$ cat config.mk
export PLATFORM = sky130hd
export DESIGN_NAME = pixie_dma_fetch
export DESIGN_NICKNAME = d
export VERILOG_FILES = /design/src/rtl/pixie_dma_fetch.sv
export SDC_FILE = /design/constraint.sdc
export NUM_CORES = 1
export LEC_CHECK = 0
export ABC_AREA = 1
export CAP_MARGIN = 20
export CORE_MARGIN = 2
export CORE_UTILIZATION = 40
export CTS_CLUSTER_SIZE = 16
export DETAILED_ROUTE_END_ITERATION = 7
export DONT_BUFFER_PORTS = 1
export GPL_TIMING_DRIVEN = 0
export PLACE_DENSITY_LB_ADDON = 0.12
export SLEW_MARGIN = 10
export SYNTH_ARGS = -nofsm -noshare
export SYNTH_HDL_FRONTEND = slang
export SYNTH_SLANG_ARGS = --single-unit
$ cat constraint.sdc
create_clock -name clk -period 4.05 [get_ports clk]
set_input_delay 0.2025 -clock clk [delete_from_list [all_inputs] [get_ports clk]]
set_output_delay 0.2025 -clock clk [all_outputs]
set_load 0.05 [all_outputs]
$ cat src/rtl/pixie_dma_fetch.sv
// pixie_dma_fetch: CDP1802-style DMA-out burst fetcher feeding the Pixie video generator.
module pixie_dma_fetch #(
  parameter logic [15:0] BASE_ADDR      = 16'h0900,
  parameter int          BYTES_PER_LINE = 8
) (
  input  logic        clk,
  input  logic        reset,
  input  logic        clk_enable,
  input  logic        dmao_n,
  input  logic        int_frame,
  input  logic        r0_wr,
  input  logic [15:0] r0_din,
  input  logic [7:0]  mem_data,
  output logic [15:0] mem_addr,
  output logic        mem_rd,
  output logic [1:0]  SC,
  output logic        cpu_hold,
  output logic [7:0]  dma_data,
  output logic        dma_valid,
  output logic [15:0] r0
);
  typedef enum logic [1:0] {IDLE, FETCH, CAPTURE} state_t;
  localparam logic [7:0] LAST = 8'(BYTES_PER_LINE - 1);
  state_t      r_state, w_next;
  logic [15:0] r_r0, r_mem_addr, r_wr_val, w_wr_val, w_r0_upd, w_r0_inc;
  logic [7:0]  r_cnt, r_dma_data;
  logic        r_busy, r_dma_valid, r_int_d, r_wr_pend, r_rl_pend;
  logic        w_wr_pend, w_rl_pend, w_last;
  always_comb begin
    w_wr_pend = r_wr_pend | r0_wr;
    w_wr_val  = r0_wr ? r0_din : r_wr_val;
    w_rl_pend = r_rl_pend | (int_frame & ~r_int_d);
    w_r0_upd  = w_wr_pend ? w_wr_val : w_rl_pend ? BASE_ADDR : r_r0;
    w_r0_inc  = r_r0 + 16'd1;
    w_last    = r_cnt == LAST;
    w_next    = !clk_enable       ? r_state :
                r_state == IDLE   ? (dmao_n ? IDLE : FETCH) :
                r_state == FETCH  ? CAPTURE :
                w_last            ? IDLE : FETCH;
  end
  always_ff @(posedge clk or posedge reset)
    if (reset) r_state <= IDLE;
    else       r_state <= w_next;
  // Pending R0 updates are folded in only while idle so a burst never sees R0 jump.
  always_ff @(posedge clk or posedge reset)
    if (reset) begin
      r_r0        <= BASE_ADDR;
      r_mem_addr  <= BASE_ADDR;
      r_wr_val    <= '0;
      r_cnt       <= '0;
      r_dma_data  <= '0;
      r_busy      <= 1'b0;
      r_dma_valid <= 1'b0;
      r_int_d     <= 1'b0;
      r_wr_pend   <= 1'b0;
      r_rl_pend   <= 1'b0;
    end else begin
      r_dma_valid <= 1'b0;
      if (clk_enable) begin
        r_int_d  <= int_frame;
        r_wr_val <= w_wr_val;
        if (r_state == IDLE) begin
          r_r0      <= w_r0_upd;
          r_wr_pend <= 1'b0;
          r_rl_pend <= 1'b0;
          if (!dmao_n) begin
            r_mem_addr <= w_r0_upd;
            r_busy     <= 1'b1;
            r_cnt      <= '0;
          end
        end else begin
          r_wr_pend <= w_wr_pend;
          r_rl_pend <= w_rl_pend;
          if (r_state == CAPTURE) begin
            r_dma_data  <= mem_data;
            r_dma_valid <= 1'b1;
            r_r0        <= w_r0_inc;
            r_cnt       <= r_cnt + 8'd1;
            if (w_last) r_busy <= 1'b0;
            else        r_mem_addr <= w_r0_inc;
          end
        end
      end
    end
  assign mem_addr  = r_mem_addr;
  assign mem_rd    = r_busy;
  assign SC        = {r_busy, 1'b0};
  assign cpu_hold  = r_busy;
  assign dma_data  = r_dma_data;
  assign dma_valid = r_dma_valid;
  assign r0        = r_r0;
endmodule

==> Yosys cells after proc, flatten, opt, wreduce, memory -nomap -nowiden <==
Index checks and enable logic that the tools add are counted.
{ "totals": {"reg_bits": 71, "inputBits": 30, "output_inout_bits": 45, "wordCells": 56} }
{ "classes": {"addsub": 2, "eq_ne": 5, "muxes": 25, "bitwise": 5, "n_reduce_logical": 8} }
{ "ops": {"columns": ["operator", "n"], "rows": [
  ["16-bit 2-to-1 mux", 9],
  ["8-bit 2-to-1 mux", 3],
  ["16-bit by 1-bit adder with 16-bit output, second input constant", 1],
  ["1-bit 2-to-1 mux", 11],
  ["8-bit by 1-bit adder with 8-bit output, second input constant", 1],
  ["8-bit by 3-bit == test with 1-bit output, second input constant", 1],
  ["4-bit AND reduction", 2],
  ["3-bit AND reduction", 2],
  ["2-bit 2-to-1 mux", 2],
  ["2-bit nonzero test", 2],
  ["2-bit by 1-bit == test with 1-bit output, second input constant", 1],
  ["2-bit == test, second input constant", 1],
  ["2-bit zero test", 1],
  ["2-bit by 1-bit inequality test with 1-bit output, second input constant", 1],
  ["2-bit inequality test, second input constant", 1],
  ["1-bit NOT", 2],
  ["1-bit OR", 2],
  ["2-bit AND reduction", 1],
  ["1-bit bitwise AND", 1]
]} }

==> Logic depth before layout (Yosys ltp) <==
Gate-level depths: netlist of run 1.
{ "logic_depth": {"depth_word": 7, "ltp_mapped": 10, "mapped_depth_nobuf": 10} }

==> Worst setup path before layout of run 1 <==
No wires, ideal clock.
{ "synth_path": {"kind": "flip-flop to flip-flop", "start": "register r_r0[1] (netlist: r0[1])", "end": "register r_r0[10] (netlist: r0[10])", "setup_time_ns": 0.118, "arrival_time_ns": 1.723, "t_required_ns": 3.932, "path_slack_ns": 2.209, "stages_incl_launch_ff": 11, "path_buffers": 0, "synth_period_minus_slack_ns": 1.841, "path_cell_list": "dfrtp_1 -> ha_1 -> nand2_1 -> nor2_1 -> nand3_1 -> nand2_1 -> nand2_1 -> nand2_1 -> nand2_1 -> nand2_1 -> nand2_1"} }
{ "synth_between": {"elab_chain_cells": 3} }
{ "synth_rtl": {"columns": ["item", "line", "source"], "rows": [
  ["start, declared", "25", "logic [15:0] r_r0, r_mem_addr, r_wr_val, w_wr_val, w_r0_upd, w_r0_inc;"],
  ["start signal, assigned", "63", "r_r0 <= w_r0_upd;"],
  ["start signal, assigned", "77", "r_r0 <= w_r0_inc;"],
  ["16-bit by 1-bit adder with 16-bit output", "34", "w_r0_inc = r_r0 + 16'd1;"],
  ["16-bit 2-to-1 mux", "74", "if (r_state == CAPTURE) begin"],
  ["16-bit 2-to-1 mux", "62", "if (r_state == IDLE) begin"]
]} }
Every way passes these cells. The select of a mux whose other input is x is not followed.
A chain may end at the register's enable or synchronous reset.

==> Final worst setup path of run 1 <==
{ "layout_path": {"start": "register r_r0[1] (netlist: r0[1])", "end": "register r_mem_addr[10] (netlist: mem_addr[10])"} }
{ "layout_between": {"elab_chain_cells": 4} }
{ "layout_rtl": {"columns": ["item", "line", "source"], "rows": [
  ["16-bit by 1-bit adder with 16-bit output", "34", null],
  ["16-bit 2-to-1 mux", "79", "if (w_last) r_busy <= 1'b0;"],
  ["16-bit 2-to-1 mux", "74", null],
  ["16-bit 2-to-1 mux", "62", null],
  ["end signal, assigned", "67", "r_mem_addr <= w_r0_upd;"],
  ["end signal, assigned", "80", "else r_mem_addr <= w_r0_inc;"],
  ["end, declared", "25", null]
]} }
Every way passes these cells. The select of a mux whose other input is x is not followed.

==> metrics.md, run 1 <==
| Metric | Value |
|---|---|
| CP peak stage delay | `740 ps` |
| Pleak | `2.08 nW` |
| H-tree depth | `3` |
| Worst IR Drop VDD | `0.350 mV` |
| Startpoint types | `flip-flop` |
| Initial antenna violation count | `0` |
| Most used DFF post-synth | `dfrtp_1` |
| Part of the cycle the worst path needs | `53.1%` |
| RSZ-0062 raised after global routing | `false` |
| Final setup viols | `0` |
| FFs w/ async S/R, synth | `100%` |
| Cell Chain, Critical Path | `ha_1 > nand2_1 > nor2_1 > nand3_1 > nand2_1 > nand2_1 > nand2_1 > nand2_1 > nand2_1 > nand2_1` |
| Residual DRC count | `0` |
| CTS Buf Count | `9` |
| Core area | `9150 um2` |
| Vias per cell | `5.16` |
| Final hold viol count | `0` |
| Final core utilization | `46.1%` |
| Starting density of the core | `41.0%` |
| DR vias | `3363` |
| Final WL | `9.91 mm` |
| WL met3 | `808 um` |
| Tmin final | `2150 ps` |
| Die span in x | `101 um` |
| DR pass1 iterations | `4` |
| CTS sink count | `71` |
| Antenna-violating nets left | `0` |
| Gr usage total | `21.3%` |
| Arrival @ worst endpoint | `2410 ps` |
| CTS Root Cell | `clkbuf_8` |
| Post-synth top area share | `44.7%` |
| Post-Syn Instances | `514` |
| Post-route setup TNS | `0 ps` |
| # nets final | `568` |
| Skew final | `13.7 ps` |
| Hold Crit Class | `in -> reg` |
| Die height | `101 um` |
| Placer Congestion | `0.880` |
| Syn_area_per_cell | `7.29 um2` |
| Share of post-route cells with drive strength above 1 | `9.80%` |
| Area Overhead vs Synth | `12.6%` |
| Initial detailed-routing violation count | `237` |
| Post-synth EDFFs | `0` |
| Synth warn | `0` |
| Largest area contributor in the netlist | `dfrtp_1` |
| M1 WL | `4.30 mm` |
| Max_slew headroom | `56.6%` |
| Most frequent cell after synthesis | `nand2_1` |
| Critical path class | `reg -> reg` |
| Seq/Total Area, Yosys | `47.5%` |
| Clock Tree Buf Depth | `2` |
| Leading cell types by count after synthesis | `nand2_1 (191), dfrtp_1 (67), o21ai_0 (62)` |
| Power per cell area | `796 nW/um2` |
| Mapped Nets | `546` |
| Crit end category | `flip-flop` |
| Cell Area, Synth | `3750 um2` |
| Fmax | `465 MHz` |
| CP dominant cell by count | `nand2_1` |
| Unique masters post-synth | `31` |
| DR WL/cell | `15.2 um` |
| Top sig layer | `met4` |
| Required @ worst endpoint | `4310 ps` |
| Largest net degree at the start of global routing | `59` |
| Top Ports | `75` |
| Antenna Cells | `0` |
| CTS tree | `built` |
| GRT overflow | `0` |
| Reg clk slew, reported paths | `90 ps` |
| Hpwl dp | `7.30 mm` |
| Least-Margin Pin Slew | `651 ps` |
| Core Rows | `35` |
| Die ar. | `10200 um2` |
| Slew Viols, Final | `0` |
| Status | `completed` |
| Met2 wire len | `4.65 mm` |
| First-pass GRT wire length | `16.7 mm` |
| Port bufs | `0` |
| Top cells by area, synth | `dfrtp_1 (45%), nand2_1 (19%), o21ai_0 (8.3%)` |
| CP max-delay cell | `dfrtp_1` |
| Worst-Skew Late Latency | `370 ps` |
| Yosys reg bits | `71` |
| CP Max Fanout | `7` |
| Max cap viols | `0` |
| Vias in the first global route | `3315` |
==> through the flow <==
| stage | hold WS (ps) | area [um2] | instances | worst slack (ps) | power (mW) |
|---|---|---|---|---|---|
| after floorplan | 319 | 3750 | 514 | 2060 | 2.47 |
| after global placement | 321 | 3890 | 625 | 1140 | 2.74 |
| after detailed placement | 12.9 | 3920 | 626 | 1920 | 2.77 |
| after CTS | 27.0 | 4220 | 652 | 1910 | 3.38 |
| after global routing | 39.2 | 4220 | 652 | 1690 | 3.61 |
| final | 29.0 | 4220 | 652 | 1900 | 3.36 |
==> cell usage in the layout, fill, tap and decap left out, types with 4 or more instances in the layout <==
| master | Yosys | routed |
|---|---|---|
| clkbuf_1 | 4 | 4 |
| clkbuf_8 | 0 | 9 |
| o21ai_1 | 6 | 6 |
| nand3_1 | 44 | 44 |
| inv_2 | 5 | 5 |
| dfrtp_1 | 67 | 67 |
| buf_2 | 10 | 10 |
| nor2_2 | 4 | 4 |
| o21ai_0 | 62 | 62 |
| nor2_1 | 19 | 19 |
| buf_4 | 5 | 5 |
| nand4_1 | 8 | 8 |
| dlygate4sd3_1 | 0 | 10 |
| inv_1 | 51 | 50 |
| dfstp_2 | 4 | 4 |
| a21oi_1 | 13 | 13 |
| nand2_1 | 191 | 191 |
==> flip-flops by register name, summed over array words and instances, names as in the netlist <==
signal and count:
mem_addr 16, r0 16, r_wr_val 16, dma_data 8
r_cnt 8, r_state 2, cpu_hold 1, dma_valid 1
r_int_d 1, r_rl_pend 1, r_wr_pend 1
==> where the power goes <==
part | internal, mW | switching, mW
sequential | 0.945 | 0.865
combinational | 0.313 | 0.637
clock | 0.291 | 0.308
==> what timing repair did <==
action,CTS,global route
hold buffers,10,0
gates resized for setup,0,0
buffers inserted,0,0
endpoints found under the hold margin,76,0
==> per-layer routing <==
layer | GRT usage (%) | up-vias
met4 | 5.90 | 0
met5 | 0 | -
li1 | - | 1687
met1 | 27.1 | 1561
met3 | 7.42 | 17
met2 | 34.4 | 98
==> layout make-up <==
class	instances	area, um2
Fill cell	951	4930
Sequential cell	71	1780
Multi-Input combinational cell	366	1640
Inverter	56	213
Tap cell	111	139
Timing Repair Buffer	11	128
Clock buffer	9	124
Buffer	21	118
Clock inverter	7	77.6
==> cell families (layout without fill, tap and decap cells) <==
kind of cell,Yosys count,in the layout,share of synthesized area (%)
AO/OA/AOI/OAI,87,87,12.1
XOR/XNOR,2,2,0.467
AND/OR/NAND/NOR,274,274,30.4
buffers and inverters,77,104,8.74
other,1,1,0.100
flip-flops,71,71,47.5
adder cells (fa/ha/maj),2,2,0.667
==> path summary, 6_finish.rpt <==
path,startpoint,slack (ps),cells after the start,endpoint
worst max register to register,r0[1],1900,10,mem_addr[10]
worst min-delay path,clk_enable,30,3,r_wr_pend
min in group asynchronous,reset,230,2,dma_data[6]
max in group asynchronous,reset,3250,3,r0[8]
worst min register to register,r_wr_val[4],520,2,r_wr_val[4]
worst max-delay path,r0[1],1900,10,mem_addr[10]
==> worst max-delay path, delay by kind of cell, from the launching register on <==
family / cells / cell delay (ps)
AND/OR/NAND/NOR: 9 / 1010
flip-flops: 1 / 740
adder cells (fa/ha/maj): 1 / 300
Note: power is estimated with default switching activity, not from simulation.
==> inputs of run 2 (changes only) <==
==> constraint.sdc (replaced) <==
create_clock -name clk -period 1.9 [get_ports clk]
set_input_delay 0.095 -clock clk [delete_from_list [all_inputs] [get_ports clk]]
set_output_delay 0.095 -clock clk [all_outputs]
set_load 0.05 [all_outputs]
==> run 2 against run 1 <==
  * Sequential power is 110% higher
  * Combinational power grew 120%
  * Core utilization grew 1.0 points
  * Critical path depth decreased by 4
  * Die area stayed put
  * Cell area is 2.2% higher
  * Power grew 120%
  * Clock power up 110%
  * Wire length is 0.33% higher
  * Critical path type unchanged
  * Largest power group unchanged
==> metrics.md, run 2 (same netlist as run 1, synthesis figures left out) <==
| Metric | Value |
|---|---|
| Status | `completed` |
| Fmax | `565 MHz` |
| Power per cell area | `1680 nW/um2` |
| DR pass1 iterations | `5` |
| Worst IR Drop VDD | `0.745 mV` |
| Placer Congestion | `0.880` |
| GRT overflow | `0` |
| Antenna-violating nets left | `0` |
| Clock Tree Buf Depth | `2` |
| Die span in x | `101 um` |
| # nets final | `573` |
| Least-Margin Pin Slew | `635 ps` |
| Sw frac | `53.6%` |
| Arrival @ worst endpoint | `2010 ps` |
| M1 WL | `4.38 mm` |
| Initial detailed-routing violation count | `178` |
| Commonest non-fill, non-tap cell in the layout | `nand2_1` |
| Critical path class | `reg -> reg` |
| Starting density of the core | `41.0%` |
| Largest net degree at the start of global routing | `59` |
| Residual DRC count | `0` |
| Hold Crit Class | `in -> reg` |
| Core area | `9150 um2` |
| Vias per cell | `5.15` |
| Top Ports | `75` |
| CTS tree | `built` |
| Pint | `3.36 mW` |
| First-pass GRT wire length | `16.8 mm` |
| Skew final | `13.1 ps` |
| DR vias | `3386` |
| Worst-Skew Late Latency | `360 ps` |
| Hpwl dp | `7.30 mm` |
| RSZ-0062 raised after global routing | `false` |
| Design Area, Final | `4310 um2` |
| Max_slew headroom | `57.6%` |
| Vias in the first global route | `3327` |
| Slew Viols, Final | `0` |
| Die height | `101 um` |
| Final core utilization | `47.1%` |
| Final WL | `9.94 mm` |
| Met2 wire len | `4.69 mm` |
| Pleak | `2.10 nW` |
| CTS sink count | `71` |
| Crit end category | `flip-flop` |
| Reg clk slew, reported paths | `80 ps` |
| Gr usage total | `21.4%` |
| Register share of total power | `53.7%` |
| Startpoint types | `flip-flop` |
| Port bufs | `0` |
| Initial antenna violation count | `0` |
| Logic pwr share | `28.8%` |
| Clk pwr share | `17.5%` |
| H-tree depth | `3` |
| DR WL/cell | `15.1 um` |
| CP Max Fanout | `10` |
| Antenna Cells | `0` |
| Die ar. | `10200 um2` |
| WL met3 | `742 um` |
| Most frequent cells in the layout | `nand2_1 (191), o21ai_0 (62), dfrtp_1 (58), inv_1 (50), nand3_1 (44)` |
| Final hold viol count | `0` |
| Area Overhead vs Synth | `15.1%` |
| Share of post-route cells with drive strength above 1 | `12.1%` |
| Tmin final | `1770 ps` |
| Post-DP Area | `3920 um2` |
| Max cap viols | `0` |
| Required @ worst endpoint | `2140 ps` |
| Total net switching power | `3.88 mW` |
| Final setup viols | `0` |
| Top sig layer | `met4` |
| Part of the cycle the worst path needs | `93.2%` |
| CTS Root Cell | `clkbuf_8` |
| CTS Buf Count | `9` |
| Core Rows | `35` |
-- run 2: layer usage --
layer	vias up	GRT usage, %
li1	1698	-
met4	0	5.90
met2	110	34.7
met3	11	7.49
met5	-	0
met1	1567	27.1
-- run 2: layout make-up --
type,instances,area (um2)
Multi-Input combinational cell,366,1670
Clock buffer,9,124
Clock inverter,7,77.6
Sequential cell,71,1790
Fill cell,941,4840
Buffer,21,123
Timing Repair Buffer,16,173
Inverter,56,213
Tap cell,111,139
-- run 2: what timing repair did --
| action | 4_1_cts | 5_1_grt |
|---|---|---|
| setup endpoints to repair | 10 | 28 |
| hold buffers | 13 | 0 |
| resized for setup | 4 | 14 |
| pin swaps | 0 | 1 |
| hold endpoints to repair | 82 | 0 |
| buffers inserted | 0 | 2 |
-- run 2: worst max-delay path: stages (launching register included) --
cell and delay [ps]:
dfrtp_2 450, nor2_1 160, inv_2 130, buf_4 210, nand2_1 90, a21oi_1 60
dlygate4sd3_1 560
-- run 2: path summary, 6_finish.rpt --
check                           slack (ps)  cells after the start         from      endpoint
max in group asynchronous             1200                      3        reset         r0[8]
min in group asynchronous              120                      2        reset   dma_data[6]
worst max register to register         130                      6   r_state[0]     r_wr_pend
worst min-delay path                    10                      4   r0_din[14]  r_wr_val[14]
worst min register to register         520                      2  r_wr_val[4]   r_wr_val[4]
worst max-delay path                   130                      6   r_state[0]     r_wr_pend
-- run 2: power groups by stage --
stage / clock [mW] / combinational [mW] / sequential (mW)
global route: 1.36 / 2.45 / 3.99
global placement: 0 / 1.95 / 3.89
CTS: 1.30 / 2.05 / 3.88
detailed placement: 0 / 2.01 / 3.90
finish: 1.27 / 2.09 / 3.89
floorplan: 0 / 1.53 / 3.73
-- run 2: through the flow --
step                      hold WS, ps  TNS [ps]  instances  setup WS, ps  total power [mW]
after detailed placement        -94.6     -1160        626          -226              5.91
after CTS                        8.61         0        655          14.5              7.23
final                            14.6         0        657           129              7.25
after floorplan                   212         0        514          15.1              5.26
after global routing             29.9         0        657          1.02              7.80
after global placement            214    -61590        625          -899              5.84
==> inputs of run 3 (changes only) <==
--- a/config.mk
+++ b/config.mk
@@ -13,7 +13,7 @@
 export DETAILED_ROUTE_END_ITERATION = 7
 export DONT_BUFFER_PORTS = 1
 export GPL_TIMING_DRIVEN = 0
-export PLACE_DENSITY_LB_ADDON = 0.12
+export PLACE_DENSITY_LB_ADDON = 0.15
 export SLEW_MARGIN = 10
 export SYNTH_ARGS = -nofsm -noshare
 export SYNTH_HDL_FRONTEND = slang
==> run 3 against run 2 <==
  * Die area did not move
  * Global-route usage fell by 1.2 points
  * Sequential power barely moved
  * Worst hold slack got worse by 8.4 ps
  * Clock skew fell by 1.2 ps
  * Power fell by 0.55%
  * Non-clock buffer count fell by 2
==> metrics.md, run 3 (same netlist as run 1, synthesis figures left out) <==
| Metric | Value |
|---|---|
| Part of the cycle the worst path needs | `94.4%` |
| RSZ-0062 raised after global routing | `false` |
| Worst-Skew Late Latency | `360 ps` |
| Fmax | `558 MHz` |
| CTS Root Cell | `clkbuf_8` |
| Final setup viols | `0` |
| Pwr Total | `7.21 mW` |
| DR WL/cell | `14.9 um` |
| Hold worst-path end | `r_wr_val[3]` |
| Port bufs | `0` |
| Die span in x | `101 um` |
| Pleak | `2.09 nW` |
| Vias per cell | `5.15` |
| Post-DP Area | `3920 um2` |
| DR vias | `3372` |
| Antenna Cells | `0` |
| Worst IR Drop VDD | `0.838 mV` |
| Initial detailed-routing violation count | `217` |
| CTS sink count | `71` |
| Reg clk slew, reported paths | `80 ps` |
| Top Ports | `75` |
| Skew final | `11.9 ps` |
| Starting density of the core | `41.0%` |
| Final WL | `9.76 mm` |
| R2r startpoint | `r0[0]` |
| Clock Tree Buf Depth | `2` |
| Tmin final | `1790 ps` |
| Final core utilization | `46.8%` |
| Hold-critical path depth | `3` |
| Register-to-register setup slack | `110 ps` |
| H-tree depth | `3` |
| Reg2Reg Capture Point | `r0[10]` |
| Design Area, Final | `4290 um2` |
| Placed Cells | `626` |
| Final hold viol count | `0` |
| Die height | `101 um` |
| Beginning of the worst hold path | `r0_wr` |
| First-pass GRT wire length | `15.8 mm` |
| Commonest non-fill, non-tap cell in the layout | `nand2_1` |
| Non-filler instance count after layout | `655` |
| Slew Viols, Final | `0` |
| CTS tree | `built` |
| Core Rows | `35` |
| Share of post-route cells with drive strength above 1 | `11.6%` |
| Initial antenna violation count | `0` |
| Most frequent cells in the layout | `nand2_1 (191), o21ai_0 (62), dfrtp_1 (58), inv_1 (50), nand3_1 (44)` |
| Startpoint types | `flip-flop` |
| Placer Congestion | `0.943` |
| Max cap viols | `0` |
| GRT overflow | `0` |
| Power per cell area | `1680 nW/um2` |
| Critical path class | `reg -> reg` |
| Die ar. | `10200 um2` |
| Crit end category | `flip-flop` |
| Vias in the first global route | `3204` |
| # nets final | `571` |
| Max_slew headroom | `58.6%` |
| Largest net degree at the start of global routing | `58` |
| Arrival @ worst endpoint | `2040 ps` |
| Area Overhead vs Synth | `14.4%` |
| Core area | `9150 um2` |
| Gr usage total | `20.1%` |
| Residual DRC count | `0` |
| Hpwl dp | `7.16 mm` |
| DR pass1 iterations | `5` |
| Least-Margin Pin Slew | `622 ps` |
| CP Max Fanout | `7` |
| Postcts setup bufs | `0` |
| Status | `completed` |
| Antenna-violating nets left | `0` |
| Hold Crit Class | `in -> reg` |
| Required @ worst endpoint | `2150 ps` |
| FF-to-FF path depth | `10` |
| CTS Buf Count | `9` |
## run 3: cell types whose count changed in the layout (fill, tap and decap cells not counted), sizes merged
cell	previous run	this run
buf	20	17
clkbuf	13	14
clkinvlp	1	2
inv	59	58
## run 3: critical path, stage by stage, from the launching register on
cell	delay [ps]
dfrtp_2	570
ha_1	250
nand2_1	90
nor2_2	290
nand3_1	120
nand2_1	80
nand2_1	60
nand2_1	50
nand2_1	70
nand2_1	60
nand2_1	50
## run 3: where the power goes
part	internal (mW)	total, mW	switching [mW]
Sequential	2.04	3.89	1.85
Clock	0.620	1.26	0.643
Combinational	0.695	2.05	1.36
Total	3.36	7.21	3.85
## run 3: repair_timing
action | 4_1_cts | 5_1_grt
endpoints found under the hold margin | 80 | 0
hold buffers | 13 | 0
pin swaps | 0 | 0
endpoints found under the setup margin | 10 | 26
gates resized for setup | 3 | 15
## run 3: worst max-delay path by stage
| stage | end | from | cells after the start |
|---|---|---|---|
| after floorplan | cpu_hold | reset | 1 |
| after global placement | r_wr_val[2] | reset | 1 |
| after detailed placement | r0[10] | r0[1] | 10 |
| after CTS | r_wr_pend | r_state[0] | 6 |
| after global routing | r0[15] | r0[10] | 7 |
| final | r0[10] | r0[0] | 10 |
## run 3: final cells by class
cell class / count / area, um2
clock buffers: 9 / 124
plain buffers: 21 / 125
clock inverters: 7 / 80.1
well taps: 111 / 139
fillers: 912 / 4860
repair buffers: 14 / 158
flip-flops and latches: 71 / 1800
multi-input cells: 366 / 1650
inverters: 56 / 213
## run 3: routing by layer
layer / share of wire (%) / GRT usage, % / wire length, um
met5: 0 / 0 / 0
met4: 1.7 / 7.38 / 167
met3: 6.9 / 5.48 / 672
met2: 48 / 33.5 / 4660
met1: 44 / 25.1 / 4260
## run 3: through the flow
step	setup WS (ps)	setup TNS, ps	hold WS, ps
2_1_floorplan	15.1	0	212
3_5_place_dp	-227	-1210	-93.0
6_report	107	0	6.18
3_3_place_gp	-866	-59250	213
4_1_cts	32.3	0	9.80
5_1_grt	2.12	0	62.6
